===== src/rtl/alu_seq_mul.sv =====
// Sequential ALU: single-cycle logic/arithmetic ops plus an iterative shift-add
// unsigned multiplier producing a 2*WIDTH product. WIDTH must be a power of two, >= 4.
module alu_seq_mul #(
  parameter int WIDTH = 32
) (
  input  logic             clk,
  input  logic             reset_n,
  input  logic             start,
  input  logic [3:0]       op,
  input  logic [WIDTH-1:0] a,
  input  logic [WIDTH-1:0] b,
  output logic             busy,
  output logic             done,
  output logic [WIDTH-1:0] result_lo,
  output logic [WIDTH-1:0] result_hi,
  output logic             err
);

  localparam int SHW = $clog2(WIDTH);
  localparam logic [SHW-1:0] CNT_LAST = SHW'(WIDTH - 1);
  localparam logic [SHW-1:0] CNT_ONE  = SHW'(1);
  localparam logic [3:0]     OP_MUL   = 4'hB;

  typedef enum logic [1:0] {
    IDLE,
    MUL,
    DONE
  } state_t;

  state_t             state_q, state_d;
  logic [SHW-1:0]     cnt_q, cnt_d;
  logic [WIDTH-1:0]   mcand_q, mcand_d;
  logic [2*WIDTH-1:0] acc_q, acc_d;
  logic [WIDTH-1:0]   lo_q, lo_d;
  logic [WIDTH-1:0]   hi_q, hi_d;
  logic               err_q, err_d;

  logic [WIDTH-1:0]   alu_lo, alu_hi;
  logic               alu_err;
  logic [WIDTH:0]     add_full, sub_full, step_sum;
  logic [SHW-1:0]     shamt;
  logic [2*WIDTH-1:0] acc_step;

  always_comb begin
    shamt    = b[SHW-1:0];
    add_full = {1'b0, a} + {1'b0, b};
    sub_full = {1'b0, a} - {1'b0, b};
    alu_lo   = '0;
    alu_hi   = '0;
    alu_err  = 1'b0;
    case (op)
      4'h0: alu_lo = ~a;
      4'h1: alu_lo = ~b;
      4'h2: alu_lo = a & b;
      4'h3: alu_lo = a | b;
      4'h4: alu_lo = a ^ b;
      4'h5: alu_lo = ~(a ^ b);
      4'h6: alu_lo = a << shamt;
      4'h7: alu_lo = a >> shamt;
      4'h8: alu_lo = $unsigned($signed(a) >>> shamt);
      4'h9: begin
        alu_lo = add_full[WIDTH-1:0];
        alu_hi = {{(WIDTH-1){1'b0}}, add_full[WIDTH]};
      end
      4'hA: begin
        // The extra top bit of the widened difference is exactly the unsigned borrow.
        alu_lo = sub_full[WIDTH-1:0];
        alu_hi = {{(WIDTH-1){1'b0}}, sub_full[WIDTH]};
      end
      OP_MUL: alu_lo = '0;
      default: alu_err = 1'b1;
    endcase
  end

  // Accumulator upper half collects partial sums; lower half holds the
  // remaining multiplier bits and fills with product bits as it shifts right.
  always_comb begin
    step_sum = {1'b0, acc_q[2*WIDTH-1:WIDTH]} + (acc_q[0] ? {1'b0, mcand_q} : '0);
    acc_step = {step_sum, acc_q[WIDTH-1:1]};
  end

  always_comb begin
    state_d = state_q;
    cnt_d   = cnt_q;
    mcand_d = mcand_q;
    acc_d   = acc_q;
    lo_d    = lo_q;
    hi_d    = hi_q;
    err_d   = err_q;
    case (state_q)
      MUL: begin
        acc_d = acc_step;
        cnt_d = cnt_q + CNT_ONE;
        if (cnt_q == CNT_LAST) begin
          lo_d    = acc_step[WIDTH-1:0];
          hi_d    = acc_step[2*WIDTH-1:WIDTH];
          err_d   = 1'b0;
          cnt_d   = '0;
          state_d = DONE;
        end
      end
      IDLE, DONE: begin
        state_d = IDLE;
        if (start) begin
          if (op == OP_MUL) begin
            mcand_d = a;
            acc_d   = {{WIDTH{1'b0}}, b};
            cnt_d   = '0;
            state_d = MUL;
          end else begin
            lo_d    = alu_lo;
            hi_d    = alu_hi;
            err_d   = alu_err;
            state_d = DONE;
          end
        end
      end
      default: state_d = IDLE;
    endcase
  end

  always_ff @(posedge clk or negedge reset_n) begin
    if (!reset_n) begin
      state_q <= IDLE;
      cnt_q   <= '0;
      mcand_q <= '0;
      acc_q   <= '0;
      lo_q    <= '0;
      hi_q    <= '0;
      err_q   <= 1'b0;
    end else begin
      state_q <= state_d;
      cnt_q   <= cnt_d;
      mcand_q <= mcand_d;
      acc_q   <= acc_d;
      lo_q    <= lo_d;
      hi_q    <= hi_d;
      err_q   <= err_d;
    end
  end

  assign busy      = (state_q == MUL);
  assign done      = (state_q == DONE);
  assign result_lo = lo_q;
  assign result_hi = hi_q;
  assign err       = err_q;

endmodule


===== config.mk =====
export PLATFORM = sky130hd
export DESIGN_NAME = alu_seq_mul
export DESIGN_NICKNAME = d
export VERILOG_FILES = /design/src/rtl/alu_seq_mul.sv
export SDC_FILE = /design/constraint.sdc
export NUM_CORES = 1
export LEC_CHECK = 0
export BUFFER_PORTS_ARGS = -buffer_cell sky130_fd_sc_hd__buf_2
export CORE_MARGIN = 1
export CORE_UTILIZATION = 57
export DETAILED_ROUTE_END_ITERATION = 8
export PLACE_DENSITY = 0.81
export SLEW_MARGIN = 40
export SYNTH_ARGS = -nofsm -noshare
export SYNTH_HDL_FRONTEND = slang
export SYNTH_SLANG_ARGS = --single-unit

===== constraint.sdc =====
create_clock -name clk -period 3.4 [get_ports clk]
set_input_delay 0 -clock clk [delete_from_list [all_inputs] [get_ports clk]]
set_output_delay 0 -clock clk [all_outputs]
set_load 0.01 [all_outputs]

==> flow_summary.yaml <==
outcome:
  run_status: "finished clean"
worst_setup_path:
  crit_path_end_kind: "flip-flop"
  critPathArrivalTime_ns: 3.65
  worstPathMaxFanout: 32
  r2r-start: "acc_q[0]"
  reg2reg_setup_slack_ns: 0.05
  crit_buf_inv: 1
  critical_path_class: "flip-flop to flip-flop"
  start_kind: "flip-flop"
  reg2reg_depth: 13
  required_ns: 3.70
  max_stage_delay_ns: 0.47
  critPathTopFamily: "compound AO/OA/AOI/OAI gates"
  slowest_stage: "o41a_1"
  cp_cell_sequence: "buf_8, and2_1, fa_2, a21oi_1, o21bai_1, a21oi_2, o21a_1, o21ai_1, o41a_1, a21o_1, a311oi_2, xor2_1, o22ai_1"
  r2r-end: "result_hi[25]"
clock_tree:
  cts_tree: "done"
  ctsHtreeMaxLevel: 4
  cts_buffer_depth: 2
  cts_sinks: 168
  clk_latency_ns: 0.45
  numCtsBuffers: 17
  root_buffer: "clkbuf_16"
  clk_pin_slew_worst_paths_ns: 0.07
synthesis:
  synthAdderAreaFrac_pct: 9.94
  synth_edf_count: 0
  synth-simple-area-share_pct: 17.8
  synth_area_per_cell_um2: 7.71
  synth_cell_types: 91
  ys.flop_type: "dfrtp_1"
  muxShareOfSynthArea_pct: 10.4
  synth_top_family_by_area: "compound AO/OA/AOI/OAI gates"
  yosysWarnings: 0
  synth.ff_latch_count: 168
  synthesis.instances: 2315
  synth-xor-area-share_pct: 1.82
  synth_compound_area_share_pct: 30.1
  seq_area_frac_synth_pct: 23.6
  syn_nets: 2526
  netlist_area_mm2: 0.0178
  ys_async_sr_fraction_pct: 100
timing:
  setup_viol: 0
  slew_headroom_pct: 40.3
  clock.fmax_mhz: 298
  hold_viol: 0
  slew_violations: 0
  finalSetupTns_ns: 0
  finClkSkew_ns: 0.0131
  fin_crit_ns: 3.35
  tightestPinTransition_ns: 0.895
  fin_crit_sh_pct: 98.7
  finalWorstSetupSlack_ns: 0.0457
min_path:
  hold-path-cell-count: 3
  hold_class: "input pin to flip-flop"
  min-delay-start: "b[27]"
  min_to: "acc_q[27]"
global_routing:
  grt_usage_pct: 51.8
  first_global_vias: 19200
  grt_overflow: 0
  antenna_found_initial: 4
  grt_pass1_wl_um: 121000
  grt_max_degree: 85
drt:
  drtIter0Drc: 3292
  drt-pass1-iter-count: 6
  antenna_left: 0
  vias: 20700
  routed_wl_um: 83400
  drc: 0
  wl_per_cell_um: 28.5
  post_drt_via_cell_ratio: 7.06
die:
  start_util_pct: 58.2
  die_h_um: 179
  rows: 64
  die_x_um: 179
  core-area_mm2: 0.0307
  pin_count: 138
  dieArea_mm2: 0.0320
layout:
  nNetsFinal: 2732
  syn2layout_area_growth_pct: 16.6
  nFillCells: 2553
  instances_no_fill: 2931
  layout-drive-gt1-share_pct: 19.6
power:
  p_per_area_mw_per_mm2: 408
  combPwrFrac_pct: 44.2
  p_leak_nw: 9.55
  peakVddDrop_v: 0.000398
  power_mw: 8.49
  power_frac_clock_pct: 22.8
  p_sw_share_pct: 42.2
  p_sw_mw: 3.58
  pwr-share-seq_pct: 33.0
  power.internal_mw: 4.91
place:
  port_buffers: 137
  pre_cts_ws_ns: 0.0709
  place_hpwl_um: 63800
  dp_cells: 2869
  place_congestion: 1.11
flow_run:
  cap_viol_max_count: 0
stage by stage:
stage	hold WS [ns]	utilization [%]	area (µm²)
after floorplan	-0.296	-	17900
after global placement	0.102	64.6	19800
after detailed placement	0.122	64.6	19800
after CTS	0.00109	67.3	20700
after global routing	0.0125	67.8	20800
final	0.0237	67.9	20800
cells in the final DEF, fill, tap and decap left out, drive strengths merged, types with 52 or more instances in the layout:
cell     n
buf    326
ha     137
inv    108
dfrtp  168
mux2    52
nor2   226
mux2i   79
nand2  271
o21ai  207
a21oi  210
registers in the layout, summed over array words and instances, names as in the netlist:
name,count
acc_q,64
cnt_q,5
err,1
mcand_q,32
result_hi,32
result_lo,32
state_q,2
cells by family (layout without fill, tap and decap cells):
group | count (synthesis) | after routing
xor gates and xnor gates | 37 | 37
buffers and inverters | 277 | 496
AOI/OAI and AO/OA | 830 | 830
muxes | 152 | 152
adders and majority gates | 140 | 140
other | 0 | 1
and+or+nand+nor | 711 | 711
DFF | 168 | 168
worst reg2reg max path: stages, from the launching register on:
cell and delay (ns):
dfrtp_1 0.40, buf_8 0.18, and2_1 0.19, fa_2 0.36, a21oi_1 0.20, o21bai_1 0.14, a21oi_2 0.17, o21a_1 0.21
o21ai_1 0.11, o41a_1 0.47, a21o_1 0.21, a311oi_2 0.27, xor2_1 0.21, o22ai_1 0.11
worst max-delay path by stage:
stage	slack, ns	startpoint	depth (start not counted)	to
floorplan	0.07	b[2]	17	result_lo[24]
global placement	0.13	acc_q[0]	13	result_hi[25]
detailed placement	0.07	acc_q[0]	13	result_hi[25]
CTS	0.04	acc_q[0]	13	result_hi[25]
global route	-0.10	acc_q[0]	13	result_hi[25]
finish	0.05	acc_q[0]	13	result_hi[25]
cells in the mapped netlist, types with 13 or more instances:
library cell  number  area share, %
a22oi_1           13           0.55
and2_1            43            1.5
buf_1             22           0.46
o221ai_1          13           0.64
o21ai_0          202            5.7
nor2b_1           13           0.46
nand3_1           21           0.59
a21oi_1          209            5.9
a221oi_1          23            1.1
mux2i_1           79            4.4
buf_2             32           0.90
nor3_1            45            1.3
nand2b_1          18           0.63
a21o_1            35            1.5
inv_1            103            2.2
o22ai_1           46            1.6
mux4_2            19            2.4
and3_1            16           0.56
clkbuf_1         103            2.2
o211ai_1          38            1.6
dfrtp_1          168             24
a31oi_1           23           0.81
mux2_2            52            3.3
a211oi_1          48            2.0
xnor2_1           25            1.2
o21bai_1          24            1.0
o31ai_1           16           0.67
ha_1             137            9.6
nor2_1           226            4.8
nand2_1          271            5.7
layer usage:
metal / share of wire, % / vias to the layer above / GRT usage, %
li1: - / 8846 / -
met4: 8.5 / 4 / 37.6
met3: 14 / 374 / 16.7
met1: 37 / 9750 / 65.7
met2: 41 / 1725 / 73.4
met5: 0.028 / - / 0
layout make-up:
| cell class | count | area [µm²] | share of cell area [%] |
|---|---|---|---|
| antenna | 1 | 2.50 | 0.0120 |
| clock buffer | 21 | 450 | 2.16 |
| clock inverter | 11 | 115 | 0.553 |
| inverter | 110 | 419 | 2.01 |
| multi-input combinational | 1870 | 12600 | 60.8 |
| sequential | 168 | 4210 | 20.2 |
| tap | 396 | 495 | 2.38 |
| timing repair buffer | 354 | 2480 | 11.9 |
power by group through the flow:
stage | Combinational, mW | Sequential [mW] | Clock [mW]
finish | 3.75 | 2.80 | 1.93
global route | 3.98 | 2.83 | 2.00
CTS | 3.55 | 2.77 | 1.93
detailed placement | 3.51 | 2.80 | 0
global placement | 3.43 | 2.77 | 0
floorplan | 2.19 | 2.70 | 0
timing repair:
action,4_1_cts,5_1_grt
resized for setup,0,28
buffers inserted,0,3
hold buffers,26,0
endpoints found under the setup margin,0,30
hold endpoints to repair,106,0
No activity file was read; power rests on OpenSTA's default activity.
